File: src/rtl/clause_array.sv
// The clause_array read-back engine is self-contained in clause_array_reader.sv.
// This file carries no module of its own.

File: src/rtl/clause_array_reader_pkg.sv
// Shared clause encoding constants and the read-back FSM state type.
package clause_pkg;

  localparam int VAR_W = 3;

  localparam logic [1:0] LIT_FREE = 2'd0;
  localparam logic [1:0] LIT_POS  = 2'd1;
  localparam logic [1:0] LIT_NEG  = 2'd2;

  typedef enum logic [2:0] {
    IDLE = 3'd0,
    READ = 3'd1,
    CAPT = 3'd2,
    SEND = 3'd3,
    DONE = 3'd4
  } reader_state_t;

endpackage

File: src/rtl/clause_array_reader_if.sv
// Row-read port towards clause_array plus the valid/ready clause stream towards the bin store.
interface clause_array_reader_if #(
  parameter int NUM_CLAUSES = 8,
  parameter int NUM_VARS    = 8,
  parameter int WIDTH_C_LEN = 4
);
  import clause_pkg::*;

  localparam int IDX_W = $clog2(NUM_CLAUSES);

  logic [NUM_CLAUSES-1:0]    rd_o;
  logic [WIDTH_C_LEN-1:0]    clause_len_i;
  logic [NUM_VARS*VAR_W-1:0] var_value_i;
  logic                      c_valid_o;
  logic                      c_ready_i;
  logic [IDX_W-1:0]          c_index_o;
  logic [WIDTH_C_LEN-1:0]    c_len_o;
  logic [NUM_VARS*VAR_W-1:0] c_lits_o;

  modport master (
    output rd_o, c_valid_o, c_index_o, c_len_o, c_lits_o,
    input  clause_len_i, var_value_i, c_ready_i
  );

  modport slave (
    input  rd_o, c_valid_o, c_index_o, c_len_o, c_lits_o,
    output clause_len_i, var_value_i, c_ready_i
  );

endinterface

File: src/rtl/clause_array_reader.sv
// Sweeps clause_array rows with a one-hot select and emits each clause over valid/ready.
// Optional macro SKIP_EMPTY_EN: rows with zero length are skipped instead of emitted.
module clause_array_reader
  import clause_pkg::*;
#(
  parameter int NUM_CLAUSES = 8,
  parameter int NUM_VARS    = 8,
  parameter int WIDTH_C_LEN = 4
) (
  input  logic                  clk,
  input  logic                  rst,
  input  logic                  start_i,
  input  logic                  abort_i,
  output logic                  busy_o,
  output logic                  done_o,
  clause_array_reader_if.master bus
);

  localparam int IDX_W = $clog2(NUM_CLAUSES);
  localparam int LIT_W = NUM_VARS * VAR_W;

  reader_state_t           state;
  logic [IDX_W-1:0]        ptr;
  logic [IDX_W-1:0]        index_q;
  logic [WIDTH_C_LEN-1:0]  len_q;
  logic [LIT_W-1:0]        lits_q;
  logic                    last_row;

  assign last_row = (ptr == IDX_W'(NUM_CLAUSES - 1));

  always_ff @(posedge clk or negedge rst) begin
    if (!rst) begin
      state   <= IDLE;
      ptr     <= '0;
      index_q <= '0;
      len_q   <= '0;
      lits_q  <= '0;
    end else if (abort_i) begin
      state <= IDLE;
      ptr   <= '0;
    end else begin
      case (state)
        IDLE: begin
          if (start_i) state <= READ;
        end
        READ: begin
          state <= CAPT;
        end
        CAPT: begin
          index_q <= ptr;
          len_q   <= bus.clause_len_i;
          lits_q  <= bus.var_value_i;
`ifdef SKIP_EMPTY_EN
          // An empty row advances exactly as if its clause had been accepted.
          if (bus.clause_len_i == '0) begin
            if (last_row) begin
              state <= DONE;
            end else begin
              ptr   <= ptr + IDX_W'(1);
              state <= READ;
            end
          end else begin
            state <= SEND;
          end
`else
          state <= SEND;
`endif
        end
        SEND: begin
          if (bus.c_ready_i) begin
            if (last_row) begin
              state <= DONE;
            end else begin
              ptr   <= ptr + IDX_W'(1);
              state <= READ;
            end
          end
        end
        DONE: begin
          ptr   <= '0;
          state <= IDLE;
        end
        default: begin
          state <= IDLE;
        end
      endcase
    end
  end

  // Outputs decode straight from registered state, so a reset clears them without waiting for a clock.
  assign busy_o        = (state != IDLE);
  assign done_o        = (state == DONE);
  assign bus.c_valid_o = (state == SEND);
  assign bus.rd_o      = (state == READ) ? (NUM_CLAUSES'(1) << ptr) : '0;
  assign bus.c_index_o = index_q;
  assign bus.c_len_o   = len_q;
  assign bus.c_lits_o  = lits_q;

endmodule

File: src/flat_wrapper.sv
// flat-port wrapper written by rule: the top's interface ports become plain ports
module clause_array_reader_flat import clause_pkg::*;
#(
  parameter int NUM_CLAUSES = 8,
  parameter int NUM_VARS    = 8,
  parameter int WIDTH_C_LEN = 4
)
  (clk, rst, start_i, abort_i, busy_o, done_o, bus_rd_o, bus_c_valid_o, bus_c_index_o, bus_c_len_o, bus_c_lits_o, bus_clause_len_i, bus_var_value_i, bus_c_ready_i);
  clause_array_reader_if #(.NUM_CLAUSES(NUM_CLAUSES), .NUM_VARS(NUM_VARS), .WIDTH_C_LEN(WIDTH_C_LEN)) bus_i ();
  input  logic clk;
  input  logic rst;
  input  logic start_i;
  input  logic abort_i;
  output logic busy_o;
  output logic done_o;
  output wire logic [$bits(bus_i.rd_o)-1:0] bus_rd_o;
  output wire logic [$bits(bus_i.c_valid_o)-1:0] bus_c_valid_o;
  output wire logic [$bits(bus_i.c_index_o)-1:0] bus_c_index_o;
  output wire logic [$bits(bus_i.c_len_o)-1:0] bus_c_len_o;
  output wire logic [$bits(bus_i.c_lits_o)-1:0] bus_c_lits_o;
  input wire logic [$bits(bus_i.clause_len_i)-1:0] bus_clause_len_i;
  input wire logic [$bits(bus_i.var_value_i)-1:0] bus_var_value_i;
  input wire logic [$bits(bus_i.c_ready_i)-1:0] bus_c_ready_i;
  assign bus_rd_o = bus_i.rd_o;
  assign bus_c_valid_o = bus_i.c_valid_o;
  assign bus_c_index_o = bus_i.c_index_o;
  assign bus_c_len_o = bus_i.c_len_o;
  assign bus_c_lits_o = bus_i.c_lits_o;
  assign bus_i.clause_len_i = bus_clause_len_i;
  assign bus_i.var_value_i = bus_var_value_i;
  assign bus_i.c_ready_i = bus_c_ready_i;
  clause_array_reader #(.NUM_CLAUSES(NUM_CLAUSES), .NUM_VARS(NUM_VARS), .WIDTH_C_LEN(WIDTH_C_LEN)) u_core (.clk(clk), .rst(rst), .start_i(start_i), .abort_i(abort_i), .busy_o(busy_o), .done_o(done_o), .bus(bus_i));
endmodule
File: config.mk
export PLATFORM = sky130hd
export DESIGN_NAME = clause_array_reader_flat
export DESIGN_NICKNAME = d
export VERILOG_FILES = /design/src/rtl/clause_array.sv /design/src/rtl/clause_array_reader_pkg.sv /design/src/rtl/clause_array_reader_if.sv /design/src/rtl/clause_array_reader.sv /design/src/flat_wrapper.sv
export SDC_FILE = /design/constraint.sdc
export NUM_CORES = 1
export LEC_CHECK = 0
export ABC_CLOCK_PERIOD_IN_PS = 4100
export BUFFER_PORTS_ARGS = -buffer_cell sky130_fd_sc_hd__buf_2
export CORE_MARGIN = 2
export CORE_UTILIZATION = 51
export CTS_CLUSTER_DIAMETER = 40
export CTS_CLUSTER_SIZE = 28
export DETAILED_ROUTE_END_ITERATION = 8
export PLACE_DENSITY = 0.85
export RECOVER_POWER = 50
export SLEW_MARGIN = 5
export SYNTH_ARGS = -nofsm -noshare
export SYNTH_HDL_FRONTEND = slang
export SYNTH_SLANG_ARGS = --single-unit
export TNS_END_PERCENT = 1
File: constraint.sdc
create_clock -name clk -period 4.1 [get_ports clk]
set_clock_uncertainty 0.05 [all_clocks]
set_input_delay 0.615 -clock clk [delete_from_list [all_inputs] [get_ports clk]]
set_output_delay 0.615 -clock clk [all_outputs]
set_load 0.1 [all_outputs]
Word-level counts from Yosys, hierarchy flattened
Index checks and enable logic that the tools add are counted.
Widths: inputs -> output; s select.
{"block": "op_classes", "addsub": 1, "mul": 0, "div_mod_pow": 0, "n_lt_le_gt_ge": 0, "eq_ne": 8, "shift": 1, "mux": 10, "n_bitwise": 1, "reduce_logical": 6}
{"op": "$mux 3", "n": 7}
{"op": "$pmux 3 s4", "n": 1}
{"op": "$mux 8", "n": 1}
{"op": "$shl 1x3->8 const A", "n": 1}
{"op": "$eq 3x2->1 const B", "n": 2}
{"op": "$eq 3x3->1 const B", "n": 2}
{"op": "$ne 3x3->1 const B", "n": 2}
{"op": "$pmux 3 s2", "n": 1}
{"op": "$reduce_bool 3->1", "n": 2}
{"op": "$reduce_and 2->1", "n": 2}
{"op": "$add 3x1->3 const B", "n": 1}
{"op": "$eq 3x1->1 const B", "n": 1}
{"op": "$logic_not 3->1", "n": 1}
{"op": "$ne 3x2->1 const B", "n": 1}
{"op": "$reduce_and 3->1", "n": 1}
{"op": "$not 1->1", "n": 1}
{"block": "word_totals", "ff_bits": 37, "latch_bits": 0, "ram_bits": 0, "romBits": 0, "input_bits": 33, "output_inout_bits": 42, "word_cells": 32, "n_memories": 0}

Longest topological paths before layout
Gate-level depths: netlist of the first run.
{"block": "depth", "ltp_word": 5, "depth_mapped": 5, "depth_no_buf": 5}

Least setup slack after synthesis of the first run
Ideal clock, no wire load.
{"block": "synth_path", "path_type": "register -> output", "start": "register u_core.state[1]", "end": "output port done_o", "arrival_ns": 2.802, "t_required_ns": 3.435, "path_slack_ns": 0.633, "stages_incl_launch_ff": 3, "path_buffers": 1, "path_cell_list": "dfrtp_1 clkbuf_1 nor3b_1"}
{"block": "synth_via", "elab_chain_cells": 1}
{"item": "start: declaration", "line_no": "clause_array_reader.sv:22", "text": "reader_state_t state;"}
{"item": "start signal: assignment", "line_no": "clause_array_reader.sv:33", "text": "state <= IDLE;"}
{"item": "start signal: assignment", "line_no": "clause_array_reader.sv:39", "text": "state <= IDLE;"}
{"item": "start signal: assignment", "line_no": "clause_array_reader.sv:44", "text": "if (start_i) state <= READ;"}
{"item": "$eq 3x3->1", "line_no": "clause_array_reader.sv:92", "text": "assign done_o = (state == DONE);"}
{"item": "end: declaration", "line_no": "flat_wrapper.sv:15", "text": "output logic done_o;"}
Every way passes these cells.

Worst setup path in the final report of the first run
{"block": "layout_path", "start": "register u_core.state[0]", "end": "output port bus_rd_o[5]"}
{"block": "layout_via", "elab_chain_cells": 2}
{"item": "$eq 3x1->1", "line_no": "clause_array_reader.sv:94", "text": "assign bus.rd_o = (state == READ) ? (NUM_CLAUSES'(1) << ptr) : '0;"}
{"item": "$mux 8", "line_no": "clause_array_reader.sv:94"}
{"item": "end: declaration", "line_no": "flat_wrapper.sv:16", "text": "output wire logic [$bits(bus_i.rd_o)-1:0] bus_rd_o;"}
Every way passes these cells.

==> results of run 1 <==
## through the flow
stage	area [sq um]	worst slack (ns)	std cells	hold WS, ns	power [mW]
after floorplan	1760	0.633	117	0.269	1.41
after global placement	2140	1.82	232	0.438	1.55
after detailed placement	2140	1.70	232	0.439	1.56
after CTS	2190	1.31	240	0.318	1.74
after global routing	2170	1.16	240	0.420	1.78
final	2170	1.28	240	0.445	1.72
## logic make-up after synthesis
| family | after synthesis |
|---|---|
| muxes | 31 |
| AOI/OAI and AO/OA | 8 |
| adders and majority gates | 6 |
| DFF | 37 |
| buffers and inverters | 10 |
| and+or+nand+nor | 25 |
## per-layer routing
layer	global-route usage (%)	wire length [microns]	part of all wire, %
met5	0	0	0
met4	10.0	62	1.8
met3	4.68	199	5.8
met2	30.1	1700	49
met1	22.6	1480	43
## worst reg2reg max path: cells and delay by family, from the launching register on
family        cells  cell delay (ns)
mux               1             0.42
flops             1             0.51
simple gates      1             0.31
buf+inv           1             0.50
## power by group through the flow
stage	clock (mW)	combinational, mW	sequential, mW
after floorplan	0	0.186	1.22
after global placement	0	1.04	0.516
after detailed placement	0	1.04	0.524
after CTS	0.184	1.04	0.518
after global routing	0.204	1.05	0.532
final	0.178	1.02	0.519
## registers in the layout (all words and copies together), names as in the netlist
name / flops
u_core.ptr: 3
u_core.bus.c_lits_o: 24
u_core.state: 3
u_core.bus.c_index_o: 3
u_core.bus.c_len_o: 4
## worst paths after layout
path | start | to | slack, ns | depth (start not counted)
min reg2reg | u_core.bus.c_lits_o[7]$_DFFE_PN0P_ | u_core.bus.c_lits_o[7]$_DFFE_PN0P_ | 0.47 | 1
min in group asynchronous | rst | u_core.bus.c_len_o[0]$_DFFE_PN0P_ | 0.73 | 1
max reg2reg | u_core.state[2]$_DFFE_PN0P_ | u_core.bus.c_lits_o[12]$_DFFE_PN0P_ | 2.23 | 3
max | u_core.state[0]$_DFFE_PN0P_ | bus_rd_o[5] | 1.28 | 3
min | bus_var_value_i[7] | u_core.bus.c_lits_o[7]$_DFFE_PN0P_ | 0.45 | 2
max in group asynchronous | rst | u_core.state[2]$_DFFE_PN0P_ | 2.17 | 1
## cells in the mapped netlist
master	instances	area [sq um]
nor2b_1	1	6.26
inv_1	4	15.0
or3_1	1	6.26
ha_1	6	75.1
or3_2	1	7.51
mux2_4	30	450
buf_2	1	5.00
dfrtp_1	37	926
and4b_2	1	11.3
a21oi_1	4	20.0
buf_6	4	45.0
nand4b_1	1	8.76
nor3_1	2	10.0
clkbuf_1	1	3.75
and3_1	6	37.5
or2_2	1	6.26
nor4b_4	1	23.8
nand3_1	4	20.0
nor4b_1	1	8.76
nor3b_1	2	15.0
o21ai_0	4	20.0
mux2_2	1	11.3
and2_1	2	12.5
and3b_2	1	10.0
## cell type report
cell class                      count  area [sq um]  share of cell area (%)
Inverter                            4          15.0                   0.692
Timing Repair Buffer               75           358                    16.5
Clock inverter                      2          10.0                   0.462
Multi-Input combinational cell     70           761                    35.1
Tap cell                           46          57.6                    2.65
Sequential cell                    37           926                    42.7
Clock buffer                        6          41.3                    1.90
## cell usage in the layout (no fill, tap or decap), drive strengths merged
cell,count
and4b,1
dfrtp,37
or3,2
and3,6
clkinv,2
or2,1
and3b,1
o21ai,4
nor3,2
nand4b,1
nand3,4
nor4b,2
mux2,31
inv,4
buf,59
a21oi,4
nor2b,1
clkbuf,22
ha,6
nor3b,2
and2,2
==> results.md, run 1 <==
* WL final at 3.44 mm
* Gpl congestion at between 0.7 and 0.8
* Cells after Synth at 117
* TritonCTS clock tree: built
* All-Layer GR Usage at 18.5%
* Mapped cell area at around 0.0018 sq mm
* Period minus WS final at roughly 2.8 ns
* Crit. End Element: output port
* Sequential group share of total power at between 30% and 40%
* Register area share after synthesis at a little over half
* Outcome: finished with violations
* Clock group share of total power at a little over a tenth
* Vias/cell at roughly 5.0
* Routed WL per cell at ~14 microns
* Synth warn at 0
* Reg clk slew, reported paths at roughly 0.11 ns
* Post-cts sizing count at 0
* Clk sink count at 37
* Core area at 0.00331 sq mm
* Post-synthesis mux area share at between 20% and 30%
* Filler cells at 270
* Crit Path Max Fanout at 11
* Main combinational cell family by area after synthesis: multiplexers
* Tightest Pin Transition at about 1.9 ns
* Final setup TNS at 0 ns
* Crit path required time at roughly 3.4 ns
* DR pass1 iterations at 3
* # diodes at 0
* Pleak at ~1.1 nW
* Core Util, Final at around two thirds
* Buffers & Inverters on Critical Path at 1
* Global-route wire length before repair at roughly 5.6 mm
* Hold Crit Class: input port to flip-flop
* PD cells at between 700 and 800 mW/mm^2
* Number of DRC markers in iteration 0 at 52
* Syn avg cell area at about 15 sq um
* Synth Area in Adders at under 10%
* Final period util at between 60 and 70%
* Crit path DAT at ~2.2 ns
* CTS Buf Count at 5
* Postcts setup bufs at 0
* Maximum buffer depth of the clock tree at 2
* # rows at 21
* Initial antenna violation count at 0
* Crit Path Class: flip-flop to output port
* Final Max Slew Viols at 38
* Final setup vio count at 0
* Pin count of the biggest net entering global routing at 38
* Flops & latches, synth at 37
* Number of hold buffers added after cts at 0
* Area Growth Syn to Fin at 23.5%
* I/O Buffers at 74
* Gr ovfl total at 0
* CP max stage cell: nor3b_1
* Die area at around 0.004 sq mm
* Distinct cells, synth at 24
* Startpoint types: flip-flop
* Routed vias at roughly 1200
* Die X at approximately 63 microns
* Cell family with most CP delay: simple AND/OR/NAND/NOR gates
* Slowest stage delay, CP at 0.59 ns
* Max cap viols at 1
* Post-route DRC at 0
* Final HPWL DP at approximately 2.5 mm
* Syn Nets at 156
* Layout cell share with drive strength beyond 1 at between 50% and 60%
* Htree depth at 2
* Xor/xnor share of the synthesized area at 0%
* Post-route ant nets at 0
* Net switching power figure at 1.00 mW
* # nets final at roughly 230
* DIE HEIGHT at between 60 and 70 microns
* RSZ-0062 raised after global routing: false
* Pint at 0.718 mW
* Ports at 75
* Final Hold Vio Count at 0
* Max Freq at approximately 350 MHz
* Failing checks: max-capacitance violations, max-slew violations
* VDD IR max at 399 uV
* Clk_lat worst skew at roughly 0.33 ns
* Root buf cell: clkbuf_4
* Starting density of the core at around 53%
* CP cell instances: nor3b_1 > and3_1 > buf_2
* Compound-Gate Fraction of Synth Area at roughly 2.3%
* Sw Share at around 58%
* Synth Area in Simple Gates at 10.5%
* Relative slew margins at -26.6%
* Logic pwr share at just under 60%
* Vias in the first global route at between 1000 and 1500
Power figures use the tool's default switching activity.
==> run 2: changes to the inputs <==
--- a/config.mk
+++ b/config.mk
@@ -5,14 +5,14 @@
 export SDC_FILE = /design/constraint.sdc
 export NUM_CORES = 1
 export LEC_CHECK = 0
-export ABC_CLOCK_PERIOD_IN_PS = 4100
+export ABC_CLOCK_PERIOD_IN_PS = 2700
 export BUFFER_PORTS_ARGS = -buffer_cell sky130_fd_sc_hd__buf_2
 export CORE_MARGIN = 2
-export CORE_UTILIZATION = 51
+export CORE_UTILIZATION = 47
 export CTS_CLUSTER_DIAMETER = 40
 export CTS_CLUSTER_SIZE = 28
 export DETAILED_ROUTE_END_ITERATION = 8
-export PLACE_DENSITY = 0.85
+export PLACE_DENSITY = 0.79
 export RECOVER_POWER = 50
 export SLEW_MARGIN = 5
 export SYNTH_ARGS = -nofsm -noshare
==> constraint.sdc (replaced) <==
create_clock -name clk -period 2.7 [get_ports clk]
set_clock_uncertainty 0.05 [all_clocks]
set_input_delay 0.405 -clock clk [delete_from_list [all_inputs] [get_ports clk]]
set_output_delay 0.405 -clock clk [all_outputs]
set_load 0.1 [all_outputs]
==> results.md, run 2 (same netlist as run 1, synthesis figures left out) <==
* Gr ovfl total at 0
* Final Max Slew Viols at 38
* PD cells at about 1200 mW/mm^2
* Initial antenna violation count at 0
* Ports at 75
* Outcome: finished with violations
* Htree depth at 2
* Die X at around 65 microns
* Postcts setup bufs at 0
* Vias/cell at between 4 and 5
* DR pass1 iterations at 4
* Post-route ant nets at 0
* TritonCTS clock tree: built
* Pin count of the biggest net entering global routing at 38
* Number of hold buffers added after cts at 0
* Crit Path Max Fanout at 11
* Crit path DAT at between 1.5 and 2 ns
* Crit. End Element: output port
* Clk_lat worst skew at roughly 0.28 ns
* # nets final at around 230
* Startpoint types: flip-flop
* Crit Path Class: flip-flop to output port
* Hold Crit Class: input port to flip-flop
* Routed WL per cell at 13.7 microns
* Number of DRC markers in iteration 0 at between 50 and 60
* Clk sink count at 37
* All-Layer GR Usage at between 10% and 20%
* Most common cell after layout, fill and taps aside: buf_2
* Pleak at 1.12 nW
* Gpl congestion at roughly 0.7
* Failing checks: max-capacitance violations, max-slew violations
* Post-route DRC at 0
* WL final at roughly 3.3 mm
* Core area at approximately 0.0036 sq mm
* # rows at 22
* VDD IR max at around 670 uV
* Final period util at 85.6%
* Final setup vio count at 0
* Layout cell share with drive strength beyond 1 at 52.3%
* I/O Buffers at 74
* Most frequent cells in the layout: buf_2, dfrtp_1, mux2_4, clkbuf_1
* Tightest Pin Transition at between 1.5 and 2 ns
* Final HPWL DP at 2.43 mm
* Global-route wire length before repair at 5.28 mm
* Routed vias at between 1000 and 1500
* Maximum buffer depth of the clock tree at 2
* Overall power at roughly 2.7 mW
* Post-cts sizing count at 0
* CTS Buf Count at 5
* RSZ-0062 raised after global routing: false
* Max Freq at 433 MHz
* Root buf cell: clkbuf_8
* Core Util, Final at about three fifths
* Area Growth Syn to Fin at 26.2%
* Final Hold Vio Count at 0
* Relative slew margins at -25.7%
* Final setup TNS at 0 ns
* Period minus WS final at about 2.3 ns
* Max reg flops at 24
* Die area at between 0.004 and 0.005 sq mm
* Crit path required time at 2.25 ns
* # diodes at 0
* Reg clk slew, reported paths at 0.07 ns
* DIE HEIGHT at approximately 65 microns
* Max cap viols at 1
* Starting density of the core at about half
* Vias in the first global route at between 1000 and 1500
run 2: cell types whose count changed in the layout (fill, tap and decap cells not counted), sizes merged:
cell,before,now
buf,59,57
clkbuf,22,25
run 2: final timing paths:
check | startpoint | end | slack [ns] | cells after the start
worst max-delay path | u_core.state[0]$_DFFE_PN0P_ | bus_rd_o[0] | 0.39 | 3
worst min-delay path | bus_var_value_i[7] | u_core.bus.c_lits_o[7]$_DFFE_PN0P_ | 0.30 | 2
worst max register to register | u_core.state[2]$_DFFE_PN0P_ | u_core.bus.c_len_o[3]$_DFFE_PN0P_ | 0.99 | 3
worst min register to register | u_core.bus.c_len_o[0]$_DFFE_PN0P_ | u_core.bus.c_len_o[0]$_DFFE_PN0P_ | 0.46 | 1
max in group asynchronous | rst | u_core.bus.c_lits_o[21]$_DFFE_PN0P_ | 0.93 | 1
min in group asynchronous | rst | u_core.bus.c_lits_o[11]$_DFFE_PN0P_ | 0.58 | 1
run 2: worst max-delay path, stage by stage (launching register included):
cell     delay, ns
dfrtp_1       0.55
nor3b_2       0.39
and3_1        0.20
buf_2         0.42
run 2: power breakdown:
group          switching (mW)  internal (mW)  total [mW]
clock network           0.183          0.179       0.361
registers              0.0872          0.703       0.790
logic                    1.26          0.289        1.55
run 2: area by class of cell:
type / count / area, sq um
tap: 48 / 60.1
timing repair buffer: 76 / 362
fill: 315 / 1420
clock buffer: 6 / 72.6
inverter: 4 / 15.0
sequential: 37 / 926
multi-input combinational: 70 / 771
clock inverter: 2 / 10.0
run 2: stage by stage:
step	worst slack (ns)	hold WS (ns)	cell area [sq um]	std cells
after floorplan	0.383	0.0594	1760	117
after global placement	0.567	0.436	2150	235
after detailed placement	0.482	0.437	2150	235
after CTS	0.163	0.179	2230	243
after global routing	0.231	0.290	2220	243
final	0.389	0.304	2220	243
run 2: metal layers:
metal | wire (microns) | vias up | global-route usage (%)
li1 | - | 564 | -
met1 | 1450 | 583 | 21.3
met2 | 1580 | 57 | 26.9
met3 | 275 | 2 | 5.48
met4 | 19 | 0 | 3.91
met5 | 0 | - | 0
==> run 3: changes to the inputs <==
==> constraint.sdc (replaced) <==
create_clock -name clk -period 2.7 [get_ports clk]
set_clock_uncertainty 0.05 [all_clocks]
set_input_delay 0.135 -clock clk [delete_from_list [all_inputs] [get_ports clk]]
set_output_delay 0.135 -clock clk [all_outputs]
set_load 0.1 [all_outputs]
==> results.md, run 3 (same netlist as run 1, synthesis figures left out) <==
* Die area at between 0.004 and 0.005 sq mm
* DR pass1 iterations at 4
* Most common cell after layout, fill and taps aside: buf_2
* Pre-CTS setup slack at 0.780 ns
* Routed WL per cell at roughly 13 microns
* Crit Path Max Fanout at 11
* Final HPWL DP at between 2 and 2.5 mm
* Post-route ant nets at 0
* Vias/cell at around 4.9
* Post-cts sizing count at 0
* Filler cells at between 300 and 400
* Clk_lat worst skew at around 0.27 ns
* Relative slew margins at -24.3%
* Crit path required time at ~2.5 ns
* Final Hold Vio Count at 0
* Htree depth at 2
* Gr ovfl total at 0
* Crit. End Element: output port
* Final period util at slightly above 80%
* Met2 Routed Length at between 1.5 and 2 mm
* Reg clk slew, reported paths at around 0.070 ns
* Hold Slack at approximately 0.034 ns
* Most frequent cells in the layout: buf_2, dfrtp_1, mux2_4, clkbuf_1
* Clk sink count at 37
* All-Layer GR Usage at between 10% and 20%
* Logic pwr share at ~55%
* Vias in the first global route at ~1200
* Ports at 75
* Max cap viols at 1
* Max reg flops at 24
* M1 wire length at between 1 and 1.5 mm
* Pin count of the biggest net entering global routing at 38
* Pint at roughly 1.3 mW
* Period minus WS final at 2.24 ns
* Final setup TNS at 0 ns
* Initial antenna violation count at 0
* Final setup vio count at 0
* Layout cell share with drive strength beyond 1 at around half
* DIE HEIGHT at 65.1 microns
* Area Growth Syn to Fin at 28.3%
* Root buf cell: clkbuf_8
* Failing checks: max-capacitance violations, max-slew violations
* Crit Path Class: flip-flop to output port
* Hold Crit Class: input port to flip-flop
* Die X at 65.1 microns
* TritonCTS clock tree: built
* Starting density of the core at roughly half
* Sequential group share of total power at about 28%
* Tightest Pin Transition at roughly 1.9 ns
* Post-route DRC at 0
* VDD IR max at around 660 uV
* PD cells at between 1000 and 1500 mW/mm^2
* Core Util, Final at about three fifths
* WL final at 3.26 mm
* Number of hold buffers added after cts at 1
* Gpl congestion at slightly below 0.7
* Postcts setup bufs at 0
* # rows at 22
* Final Max Slew Viols at 38
* Clock group share of total power at between 15 and 20%
* Startpoint types: flip-flop
* RSZ-0062 raised after global routing: false
* # diodes at 0
* Crit path DAT at approximately 2 ns
* Top routing layer in use: met4
* CTS Buf Count at 5
* Core area at around 0.0036 sq mm
* # nets final at ~230
* Routed vias at around 1200
* Sw Share at 54.1%
* I/O Buffers at 74
* Max Freq at between 400 and 500 MHz
* Number of DRC markers in iteration 0 at 38
* Net switching power figure at 1.52 mW
* Maximum buffer depth of the clock tree at 2
* Pleak at roughly 1.1 nW
* Met3 wire length at ~300 microns
* Global-route wire length before repair at approximately 5.3 mm
* Outcome: finished with violations
* Worst Slack Setup Final at approximately 0.46 ns
run 3: cell types whose count changed in the layout (fill, tap and decap cells not counted), sizes merged:
cell / before / now
dlygate4sd3: 0 / 1
clkbuf: 25 / 28
bufinv: 0 / 1
clkinv: 2 / 0
buf: 57 / 55
run 3: worst paths after layout:
check / start / endpoint / slack (ns) / cells past startpoint
max in group asynchronous: rst / u_core.bus.c_index_o[1]$_DFFE_PN0P_ / 0.66 / 2
min reg2reg: u_core.bus.c_index_o[1]$_DFFE_PN0P_ / u_core.bus.c_index_o[1]$_DFFE_PN0P_ / 0.46 / 1
max reg2reg: u_core.state[2]$_DFFE_PN0P_ / u_core.bus.c_lits_o[8]$_DFFE_PN0P_ / 0.99 / 3
min in group asynchronous: rst / u_core.bus.c_lits_o[7]$_DFFE_PN0P_ / 0.87 / 2
max: u_core.state[0]$_DFFE_PN0P_ / bus_rd_o[0] / 0.46 / 3
min: bus_var_value_i[20] / u_core.bus.c_lits_o[20]$_DFFE_PN0P_ / 0.03 / 2
run 3: power groups by stage:
stage / clock, mW / combinational (mW) / sequential (mW)
6_report: 0.475 / 1.55 / 0.790
5_1_grt: 0.526 / 1.59 / 0.809
4_1_cts: 0.491 / 1.58 / 0.788
3_5_place_dp: 0 / 1.58 / 0.797
3_3_place_gp: 0 / 1.57 / 0.787
2_1_floorplan: 0 / 0.283 / 1.86
run 3: area by class of cell:
class | instances | area [sq um] | share of cell area (%)
Sequential cell | 37 | 926 | 41.1
Multi-Input combinational cell | 70 | 766 | 34.0
Timing Repair Buffer | 77 | 369 | 16.4
Clock buffer | 7 | 86.3 | 3.83
Tap cell | 48 | 60.1 | 2.67
Clock inverter | 1 | 30.0 | 1.33
Inverter | 4 | 15.0 | 0.667
run 3: metal layers:
layer  track usage (%)  vias up
li1                  -      566
met1              21.4      560
met2              27.1       54
met3              4.62        5
met4              3.91        0
met5                 0        -
run 3: metrics by stage:
step           area [sq um]  std cells  power, mW
3_3_place_gp           2150        235       2.36
6_report               2250        244       2.81
4_1_cts                2280        244       2.86
2_1_floorplan          1760        117       2.14
3_5_place_dp           2150        235       2.38
5_1_grt                2250        244       2.92
run 3: worst max-delay path, cell delays in order (launching register included):
cell and delay, ns:
dfrtp_1 0.54, nor3b_1 0.57, and3_1 0.24, buf_2 0.43
